[config.mk]
export PLATFORM = sky130hd
export DESIGN_NAME = hack_alu_pipe
export DESIGN_NICKNAME = d
export VERILOG_FILES = /design/src/rtl/hack_alu_pkg.sv /design/src/rtl/hack_alu_preset.sv /design/src/rtl/hack_alu_pipe.sv
export SDC_FILE = /design/constraint.sdc
export NUM_CORES = 1
export LEC_CHECK = 0
export ABC_AREA = 0
export ABC_CLOCK_PERIOD_IN_PS = 2700
export CORE_UTILIZATION = 42
export CTS_CLUSTER_SIZE = 10
export DETAILED_ROUTE_END_ITERATION = 10
export PLACE_DENSITY = 0.68
export RECOVER_POWER = 100
export SETUP_SLACK_MARGIN = 0.4
export SKIP_CTS_REPAIR_TIMING = 1
export SYNTH_ARGS = -nofsm -noshare
export SYNTH_HDL_FRONTEND = slang
export SYNTH_HIERARCHICAL = 1
export SYNTH_SLANG_ARGS = --single-unit
[constraint.sdc]
create_clock -name clk -period 2.7 [get_ports clk]
set_input_delay 0.81 -clock clk [delete_from_list [all_inputs] [get_ports clk]]
set_output_delay 0.81 -clock clk [all_outputs]
set_load 0.005 [all_outputs]
[src/rtl/hack_alu_pkg.sv]
// Shared constants for the pipelined Hack ALU: ctrl bit positions, named
// control codes and the pipeline depth.
package hack_alu_pkg;
    localparam int CTRL_ZX = 5;
    localparam int CTRL_NX = 4;
    localparam int CTRL_ZY = 3;
    localparam int CTRL_NY = 2;
    localparam int CTRL_F  = 1;
    localparam int CTRL_NO = 0;

    localparam logic [5:0] OP_ZERO = 6'b101010;
    localparam logic [5:0] OP_ONE  = 6'b111111;
    localparam logic [5:0] OP_NEG1 = 6'b111010;
    localparam logic [5:0] OP_ADD  = 6'b000010;
    localparam logic [5:0] OP_SUB  = 6'b010011;
    localparam logic [5:0] OP_AND  = 6'b000000;
    localparam logic [5:0] OP_OR   = 6'b010101;

    localparam int STAGES = 2;
endpackage

[src/rtl/hack_alu_preset.sv]
// Operand preset for the Hack ALU: optional zeroing followed by optional
// bitwise inversion. Purely combinational.
module hack_alu_preset #(
    parameter int WIDTH = 16
) (
    input  logic [WIDTH-1:0] in,
    input  logic             z,
    input  logic             n,
    output logic [WIDTH-1:0] out
);
    logic [WIDTH-1:0] zeroed;

    assign zeroed = z ? '0 : in;
    assign out    = n ? ~zeroed : zeroed;
endmodule

[src/rtl/hack_alu_pipe.sv]
// Two-stage pipelined Hack ALU with valid/ready on both sides.
// Define HACK_ALU_PIPE_FLAGS_EN to compute the carry (co) and overflow (ov) flags.
import hack_alu_pkg::*;

module hack_alu_pipe #(
    parameter int WIDTH = 16
) (
    input  logic             clk,
    input  logic             rst,
    input  logic             in_valid,
    output logic             in_ready,
    input  logic [WIDTH-1:0] x,
    input  logic [WIDTH-1:0] y,
    input  logic [5:0]       ctrl,
    output logic             out_valid,
    input  logic             out_ready,
    output logic [WIDTH-1:0] out,
    output logic             zr,
    output logic             ng,
    output logic             co,
    output logic             ov
);
    typedef struct packed {
        logic [WIDTH-1:0] xp;
        logic [WIDTH-1:0] yp;
        logic             f;
        logic             no;
    } s1_t;

    s1_t              s1_q;
    logic [STAGES:1]  vld_pipe;
    logic             s2_load;
    logic             accept;
    logic [WIDTH-1:0] xp;
    logic [WIDTH-1:0] yp;
    logic [WIDTH-1:0] r;
    logic [WIDTH-1:0] res;
`ifdef HACK_ALU_PIPE_FLAGS_EN
    logic [WIDTH:0]   sum;
`else
    logic [WIDTH-1:0] sum;
`endif

    hack_alu_preset #(.WIDTH(WIDTH)) u_preset_x (
        .in(x), .z(ctrl[CTRL_ZX]), .n(ctrl[CTRL_NX]), .out(xp)
    );
    hack_alu_preset #(.WIDTH(WIDTH)) u_preset_y (
        .in(y), .z(ctrl[CTRL_ZY]), .n(ctrl[CTRL_NY]), .out(yp)
    );

    // in_ready looks through to out_ready so a full pipe still streams 1 op/cycle.
    assign s2_load   = !vld_pipe[2] || out_ready;
    assign in_ready  = !vld_pipe[1] || s2_load;
    assign accept    = in_valid && in_ready;
    assign out_valid = vld_pipe[2];

`ifdef HACK_ALU_PIPE_FLAGS_EN
    assign sum = {1'b0, s1_q.xp} + {1'b0, s1_q.yp};
`else
    assign sum = s1_q.xp + s1_q.yp;
`endif
    assign r   = s1_q.f ? sum[WIDTH-1:0] : (s1_q.xp & s1_q.yp);
    assign res = s1_q.no ? ~r : r;

    // Data registers only move on real transfers, so idle cycles keep the
    // reset/last-result values rather than computing on stale operands.
    always_ff @(posedge clk) begin
        if (rst) begin
            vld_pipe <= '0;
            s1_q     <= '0;
            out      <= '0;
            zr       <= 1'b0;
            ng       <= 1'b0;
        end else begin
            vld_pipe[1] <= accept || (vld_pipe[1] && !s2_load);
            if (s2_load)
                vld_pipe[2] <= vld_pipe[1];
            if (accept)
                s1_q <= {xp, yp, ctrl[CTRL_F], ctrl[CTRL_NO]};
            if (s2_load && vld_pipe[1]) begin
                out <= res;
                zr  <= (res == '0);
                ng  <= res[WIDTH-1];
            end
        end
    end

`ifdef HACK_ALU_PIPE_FLAGS_EN
    always_ff @(posedge clk) begin
        if (rst) begin
            co <= 1'b0;
            ov <= 1'b0;
        end else if (s2_load && vld_pipe[1]) begin
            co <= s1_q.f & sum[WIDTH];
            ov <= s1_q.f & (s1_q.xp[WIDTH-1] == s1_q.yp[WIDTH-1])
                         & (sum[WIDTH-1] != s1_q.xp[WIDTH-1]);
        end
    end
`else
    assign co = 1'b0;
    assign ov = 1'b0;
`endif
endmodule
==> summary.md <==
| Metric | Value |
|---|---|
| Unrepaired setup endpoints after global routing | `true` |
| CTS root buf | `clkbuf_8` |
| Number of synthesized register bits | `53` |
| Violated checks | `setup timing` |
| Nets | `608` |
| Top cell type's share of synthesized area | `26.74%` |
| Distinct cells, synth | `57` |
| R2r endpoint | `zr` |
| Worst vdd ir | `237.5 µV` |
| Period utilization | `105.3%` |
| Minimum clock period after layout | `2.843 ns` |
| I/O Buffers | `61` |
| Final HPWL DP | `6.657 mm` |
| Gr usage total | `18.29%` |
| Final Max Tran Viols | `0` |
| Post-synth EDFFs | `0` |
| Via-to-Cell Ratio | `5.041` |
| Area grow syn2layout | `30.62%` |
| Mapped Cells | `475` |
| Largest net degree at the start of global routing | `39` |
| Syn Area/Cell | `8.353 µm²` |
| Critical Path AT | `3.07 ns` |
| Worst-skew pair later-pin latency | `0.31 ns` |
| Crit Reg-Reg Startpoint | `s1_q[2]` |
| Worst Reg-to-Reg Cells | `11` |
| # DRC | `0` |
| Placed Cells | `646` |
| Leak | `2.107 nW` |
| Crit-path max FO | `4` |
| Row count | `35` |
| Placer Congestion | `0.8423` |
| Post-place instance area | `4795 µm²` |
| R2R setup slack | `-0.14 ns` |
| Overflow left after global routing | `0` |
| Top cells by count, synth | `nand2_1, a21oi_1, dfxtp_1` |
| # diodes | `0` |
| Count leader, synth | `nand2_1` |
| Die W | `99.20 µm` |
| Hold slack | `0.4514 ns` |
| Fmax | `351.8 MHz` |
| Power density over the cells | `380.3 nW/µm²` |
| Non-Filler Instances | `661` |
| TritonRoute pass-1 iters | `4` |
| Via count | `3,332` |
| Outcome | `finished with violations` |
| CP endpoint | `zr` |
| Setup violations, final | `2` |
| Worst-path clk slew | `0.10 ns` |
| Cts bufs inserted | `5` |
| Max-slew headroom | `50.32%` |
| Top cells by area, synth | `dfxtp_1, nand2_1, xnor2_2` |
| Crit. End Element | `flip-flop` |
| Height of the die | `99.20 µm` |
| Critical path class | `reg -> reg` |
| Initial antenna violation count | `0` |
| Synth area leader | `dfxtp_1` |
| Total number of H-tree levels | `2` |
| Max clock buf depth | `2` |
| Fin. Hold Viols | `0` |
| Drt first-iter violations | `110` |
| CTS tree | `yes` |
| Hold Crit Class | `reg -> reg` |
| Sequential area share after synthesis | `26.74%` |
| Vias in the first global route | `3,121` |
| Routed len/inst | `13.33 µm` |
| Post-route cell area | `5182 µm²` |
| Post-Syn Area | `3968 µm²` |
| Critical path startpoint | `s1_q[2]` |
| Full die area | `9840 µm²` |
| Final worst-path setup slack | `-0.1426 ns` |
| MaxCap Viol Count | `0` |
| ANT nets after route | `0` |
| Io pins | `64` |
| Wirelength, routed | `8.811 mm` |
| Worst EP required | `2.93 ns` |
| Starting Density | `43.14%` |
| Place WS | `-0.1707 ns` |
| Warnings from Yosys | `6` |
| CP Launch Type | `flip-flop` |
| Clk sinks | `53` |
| Layout cells sized above 1 | `25.27%` |
| Least-Margin Pin Slew | `0.7453 ns` |
| Global-route wire length before repair | `14.70 mm` |
| Asr flop ratio synth | `0%` |
| Skew final | `0.006628 ns` |
| Core area | `9196 µm²` |
| Top FF cell, synth | `dfxtp_1` |
-- layout by cell type (no fill, tap or decap), types with 4 or more instances in the layout --
master / n
xor2_1: 7
clkdlybuf4s50_1: 58
nand3_1: 7
xnor2_2: 22
a21oi_1: 52
nand2b_1: 15
dfxtp_2: 8
inv_1: 8
a21o_1: 6
buf_4: 33
buf_6: 4
nor2b_1: 7
nand2b_4: 20
dfxtp_1: 43
ha_1: 10
nor2_1: 20
nand2_1: 102
clkbuf_8: 6
o21ai_0: 5
a21oi_2: 5
xnor2_1: 23
and3_1: 5
ha_4: 5
-- worst max-delay path, stage by stage (launching register included) --
cell and delay (ns):
dfxtp_2 0.35, ha_4 0.16, fa_2 0.35, a21o_1 0.23, a2111oi_4 0.36, buf_4 0.20
o2111ai_2 0.15, a21oi_2 0.25, o31ai_4 0.10, nor4_1 0.28, a41oi_1 0.09, o31ai_2 0.23
-- registers in the layout, summed over array words and instances, names as in the netlist --
name      flops
out          16
vld_pipe      2
zr            1
s1_q         34
-- stage by stage --
step / power (W) / setup TNS (ns) / utilization, %
2_1_floorplan: 0.001271 / -0.1649 / -
4_1_cts: 0.001929 / -0.2873 / 53.18
3_3_place_gp: 0.001448 / -0.1347 / 52.14
6_report: 0.001971 / -0.1750 / 56.35
5_1_grt: 0.002082 / -0.5466 / 56.35
3_5_place_dp: 0.001456 / -0.1999 / 52.14
-- worst min path at each step --
| stage | from | end | slack (ns) | depth (start not counted) |
|---|---|---|---|---|
| final | out[7] | out[7] | 0.45 | 2 |
| after global routing | out[10] | out[10] | 0.48 | 2 |
| after CTS | out[7] | out[7] | 0.46 | 2 |
| after detailed placement | out[7] | out[7] | 0.44 | 2 |
| after global placement | out[7] | out[7] | 0.44 | 2 |
| after floorplan | s1_q[20] | s1_q[20] | 0.44 | 2 |
-- routing by layer --
metal | track usage (%) | wire length, µm | part of all wire [%]
met1 | 23.85 | 4220 | 48
met3 | 2.530 | 280 | 3.2
met4 | 5.090 | 102 | 1.2
met5 | 0 | 0 | 0
met2 | 31.68 | 4208 | 48
-- report_power, final --
group	switching, W	total (W)	internal [W]	leakage, nW
Sequential	0.0000414	0.000873	0.000831	0.439
Clock	0.000270	0.000478	0.000209	0.0512
Combinational	0.000289	0.000620	0.000331	1.62
Total	0.000601	0.00197	0.00137	2.11
-- logic make-up after synthesis --
kind of cell | synth area share [%]
buffers and inverters | 5.929
and+or+nand+nor | 27.97
xor gates and xnor gates | 15.26
other | 0.09452
AOI/OAI and AO/OA | 16.24
DFF | 26.74
adders and majority gates | 5.550
muxes | 2.207
-- cell type report --
class	instances	area, µm²
Sequential cell	53	1079
Inverter	8	30.03
Multi-Input combinational cell	382	2939
Clock buffer	6	82.58
Clock inverter	2	13.76
Fill cell	856	4014
Tap cell	111	138.9
Timing Repair Buffer	99	899.6
Note: power is estimated with default switching activity, not from simulation.
==> RTL edit 1 (config.mk and constraints unchanged) <==
Build with the macro `HACK_ALU_PIPE_FLAGS_EN` defined.
--- a/src/rtl/hack_alu_pipe.sv
+++ b/src/rtl/hack_alu_pipe.sv
@@ -2,2 +2,4 @@
 // Define HACK_ALU_PIPE_FLAGS_EN to compute the carry (co) and overflow (ov) flags.
+`define HACK_ALU_PIPE_FLAGS_EN
+
 import hack_alu_pkg::*;
Function: changed (a bounded check fails within 4 cycles, from zero or initial values and one cycle with rst high).
==> RTL edit 1 against the original RTL <==
The run still ends with setup timing left. Setup slack worse by 540 ps. Routed wire length is 5.2% higher. Sequential cell count rose by 2. Design area is 4.4% higher. Total power grew 3.2%. Critical path type unchanged. Die area rose by 4.5%. Critical endpoint unchanged. Clock skew barely moved. Combinational power grew 3%. Synthesized area is 4.6% higher.
==> RTL edit 1: results <==
group,metric,value,unit
outcome,status,"finished with violations",
outcome,violations,"setup timing",
sta,maxSlewHeadroom,0.229,
power_and_ir_drop,p_leak,0.00232,uW
global_route,grt_pass1_vias,3411,
synthesis,yosysSeqAreaShare,0.265,
route,firstDrtPassIters,4,
synthesis,synth.distinct_cells,59,
route,via_count,3673,
global_route,grt_usage,0.186,
worst_setup_path,r2r_start,"s1_q[2]",
synthesis,yosys_warnings,6,
hold_path,min_path_type,"flip-flop to flip-flop",
hold_path,hp-start,"out[8]",
clocking,cts_made_buffers,5,
route,ant_nets,0,
synthesis,netlist_top_cells_area,"dfxtp_1 27%, nand2_1 9.9%, xnor2_2 7.8%, a21oi_1 7.5%, nand2b_4 6.6%",
place,gp_congestion,0.837,
layout,drive_gt1_frac,0.230,
layout,nets,650,
synthesis,synth_common_cells,"109 x nand2_1, 62 x a21oi_1, 55 x dfxtp_1, 24 x xnor2_1",
clocking,clk-insertion-delay-late,310,ps
worst_setup_path,path_max_fanout,3,
synthesis,synthFlopType,"dfxtp_1",
clocking,cts-root-buf,"clkbuf_8",
sta,setup_slack,-683,ps
layout,diodes,0,
clocking,clk_pin_slew,100,ps
sta,tns,-1340,ps
route,drt_iter0_drc,153,
global_route,grt_pass1_wl,15.4,mm
clocking,htreeDepth,2,
worst_setup_path,crit_arrival,3620,ps
sta,setup_violations,7,
route,wl_per_cell,12.9,um
worst_setup_path,crit_start,"s1_q[2]",
synthesis,synth_fp_nets,564,
synthesis,synth-async-reset-ratio,0,
power_and_ir_drop,switching_share,0.299,
place,dp_hpwl,7.15,mm
power_and_ir_drop,ir_worst_vdd,230,uV
global_route,antenna_found_initial,0,
layout,largestRegisters,"s1_q (34), out (16), vld_pipe (2)",
sta,fin_skew,6.92,ps
place,io_buffers,63,
clocking,clockBufferDepth,2,
global_route,grt_max_degree,56,
-- RTL edit 1: cell types whose count changed after synthesis, moves of 3 or more --
| cell | before | now |
|---|---|---|
| buf_2 | 0 | 3 |
| nor2_1 | 20 | 23 |
| nor3_1 | 5 | 9 |
| a21oi_1 | 58 | 62 |
| nand3_1 | 8 | 11 |
| nor2b_1 | 8 | 3 |
| nand2_1 | 102 | 109 |
-- RTL edit 1: path summary, 6_finish.rpt --
check,cells after the start,slack [ps],endpoint
worst max-delay path,10,-680,zr
worst min-delay path,2,450,out[8]
worst max register to register,10,-680,zr
worst min register to register,2,450,out[8]
-- RTL edit 1: logic make-up after synthesis --
family,after synthesis,synth area share
AND/OR/NAND/NOR,218,0.285
AO/OA/AOI/OAI,112,0.174
flip-flops,55,0.265
XOR/XNOR,51,0.144
buffers and inverters,44,0.0585
adder cells (fa/ha/maj),17,0.0531
multiplexers,8,0.0205
-- RTL edit 1: critical path, stage by stage, from the launching register on --
cell       delay [ps]
dfxtp_2           350
ha_4              160
fa_2              350
a21o_1            200
a2111oi_4         390
xnor2_1           120
mux2_4            270
or4_1             480
a2111o_1          390
or4_1             420
o31ai_2           180
-- RTL edit 1: layout make-up --
cell class | count | area, um2
clock buffers | 7 | 96.3
clock inverters | 1 | 7.51
fillers | 887 | 4000
inverters | 8 | 30.0
multi-input cells | 406 | 2970
flip-flops and latches | 55 | 1100
well taps | 129 | 161
repair buffers | 115 | 1040
-- RTL edit 1: metal layers --
metal,vias up,global-route usage,part of all wire
met5,-,0,0
met4,0,0.0368,0.0090
met3,6,0.0255,0.033
met2,80,0.343,0.50
met1,1685,0.231,0.46
li1,1902,-,-
-- RTL edit 1: per-stage QoR --
stage               cells  instance area [um2]  power (uW)  worst slack, ps
finish                721                 5410        2030             -683
global route          721                 5410        2150             -798
CTS                   716                 5260        2030             -736
detailed placement    708                 5150        1530             -712
global placement      708                 5150        1520             -637
floorplan             505                 4210        1320             -572
-- RTL edit 1: power groups by stage --
stage	logic, uW	clock network, uW	registers, uW
final	639	504	891
after CTS	628	514	891
after floorplan	417	0	903
after detailed placement	624	0	910
after global routing	706	543	898
after global placement	612	0	908
==> RTL edit 2 (same settings) <==
Without the edit above. `WIDTH` is set to 16 in 2 places; all go to 24.
--- a/src/rtl/hack_alu_preset.sv
+++ b/src/rtl/hack_alu_preset.sv
@@ -3,3 +3,3 @@
 module hack_alu_preset #(
-    parameter int WIDTH = 16
+    parameter int WIDTH = 24
 ) (
--- a/src/rtl/hack_alu_pipe.sv
+++ b/src/rtl/hack_alu_pipe.sv
@@ -5,3 +5,3 @@
 module hack_alu_pipe #(
-    parameter int WIDTH = 16
+    parameter int WIDTH = 24
 ) (
Ports: changed (resized out, x and y); port bits go from 64 to 88. The function was not compared with the original's and may differ.
==> RTL edit 2 against the original RTL <==
The flow finishes with violations (capacitance limit, slew limit, setup timing). Die area is 46% higher. Synthesized area is 47% higher. Routed wire length is 63% higher. Clock skew hardly changed. Final cell count is 59% higher. Sequential cell count is 24 higher. Setup slack worse by 270 ps. Design area is 58% higher. Global-route usage is 1.7 points higher. Total power is 78% higher. Critical path type unchanged. Critical endpoint unchanged.
==> RTL edit 2: results <==
group,metric,value,unit
outcome,status,"finished with violations",
synthesis,synth.distinct_cells,65,
clocking,htreeDepth,3,
place,post-place-ws,-465,ps
outcome,violations,"capacitance limit, slew limit, setup timing",
place,placed_cell_area,0.00735,mm2
clocking,clk_pin_slew,60,ps
route,via_per_inst,5.05,
sta,setup_slack,-408,ps
clocking,clk-insertion-delay-late,330,ps
hold_path,whs_endpoint,"out[8]",
clocking,cts-root-buf,"clkbuf_16",
layout,drive_gt1_frac,0.280,
layout,fillers,1191,
synthesis,synth_common_cells,"156 x nand2_1, 97 x a21oi_1, 77 x dfxtp_1, 70 x xnor2_1, 40 x nand2b_4",
layout,nets,956,
sta,maxSlewHeadroom,-0.0454,
run,maxCapViolCount,1,
layout,largestRegisters,"s1_q (50), out (24), vld_pipe (2)",
sta,fin_skew,6.67,ps
sta,setup_violations,5,
place,io_buffers,85,
place,gp_congestion,0.829,
global_route,grt_max_degree,78,
worst_setup_path,path_max_fanout,5,
power_and_ir_drop,ir_worst_vdd,340,uV
sta,final_max_slew_viol_count,78,
route,wl_per_cell,13.7,um
worst_setup_path,cpMaxStageDelayCell,"or4_4",
==> RTL edit 2: layout make-up <==
type	count	area share
inverters	10	0.00459
well taps	176	0.0269
flip-flops and latches	77	0.191
clock inverters	5	0.00949
multi-input cells	592	0.539
clock buffers	9	0.0276
repair buffers	183	0.201
==> RTL edit 2: kinds of logic after synthesis <==
family                   share of synthesized area
AND/OR/NAND/NOR                              0.304
other                                     0.000643
buffers and inverters                       0.0646
flip-flops                                   0.264
AO/OA/AOI/OAI                                0.173
XOR/XNOR                                     0.117
adder cells (fa/ha/maj)                     0.0549
multiplexers                                0.0212
==> RTL edit 2: how the worst max path moves through the flow <==
stage	endpoint	cells after the start	slack, ps
2_1_floorplan	zr	13	-280
3_3_place_gp	zr	13	-430
3_5_place_dp	zr	13	-470
4_1_cts	zr	13	-500
5_1_grt	zr	14	-560
6_report	zr	13	-410
==> RTL edit 2: layer usage <==
layer | global-route usage | vias up | part of all wire
met2 | 0.314 | 127 | 0.46
met1 | 0.282 | 2416 | 0.49
met4 | 0.0625 | 0 | 0.011
li1 | - | 2756 | -
met3 | 0.0276 | 11 | 0.038
met5 | 0 | - | 0
==> RTL edit 2: metrics by stage <==
stage           util  hold WS [ps]
2_1_floorplan      -           440
3_3_place_gp   0.548           442
3_5_place_dp   0.548           449
4_1_cts        0.571           457
5_1_grt        0.610           472
6_report       0.610           453
==> RTL edit 2: power by group through the flow <==
stage | sequential, uW | clock [uW] | combinational, uW
after detailed placement | 1280 | 0 | 918
after floorplan | 1270 | 0 | 592
after global placement | 1270 | 0 | 908
after global routing | 1280 | 1310 | 1100
after CTS | 1250 | 1260 | 925
final | 1270 | 1240 | 1010
==> RTL edit 2: tightest hold or removal path: stages, from the launching register on <==
cell and delay [ps]:
dfxtp_1 310, nand2_1 50, a21oi_1 50
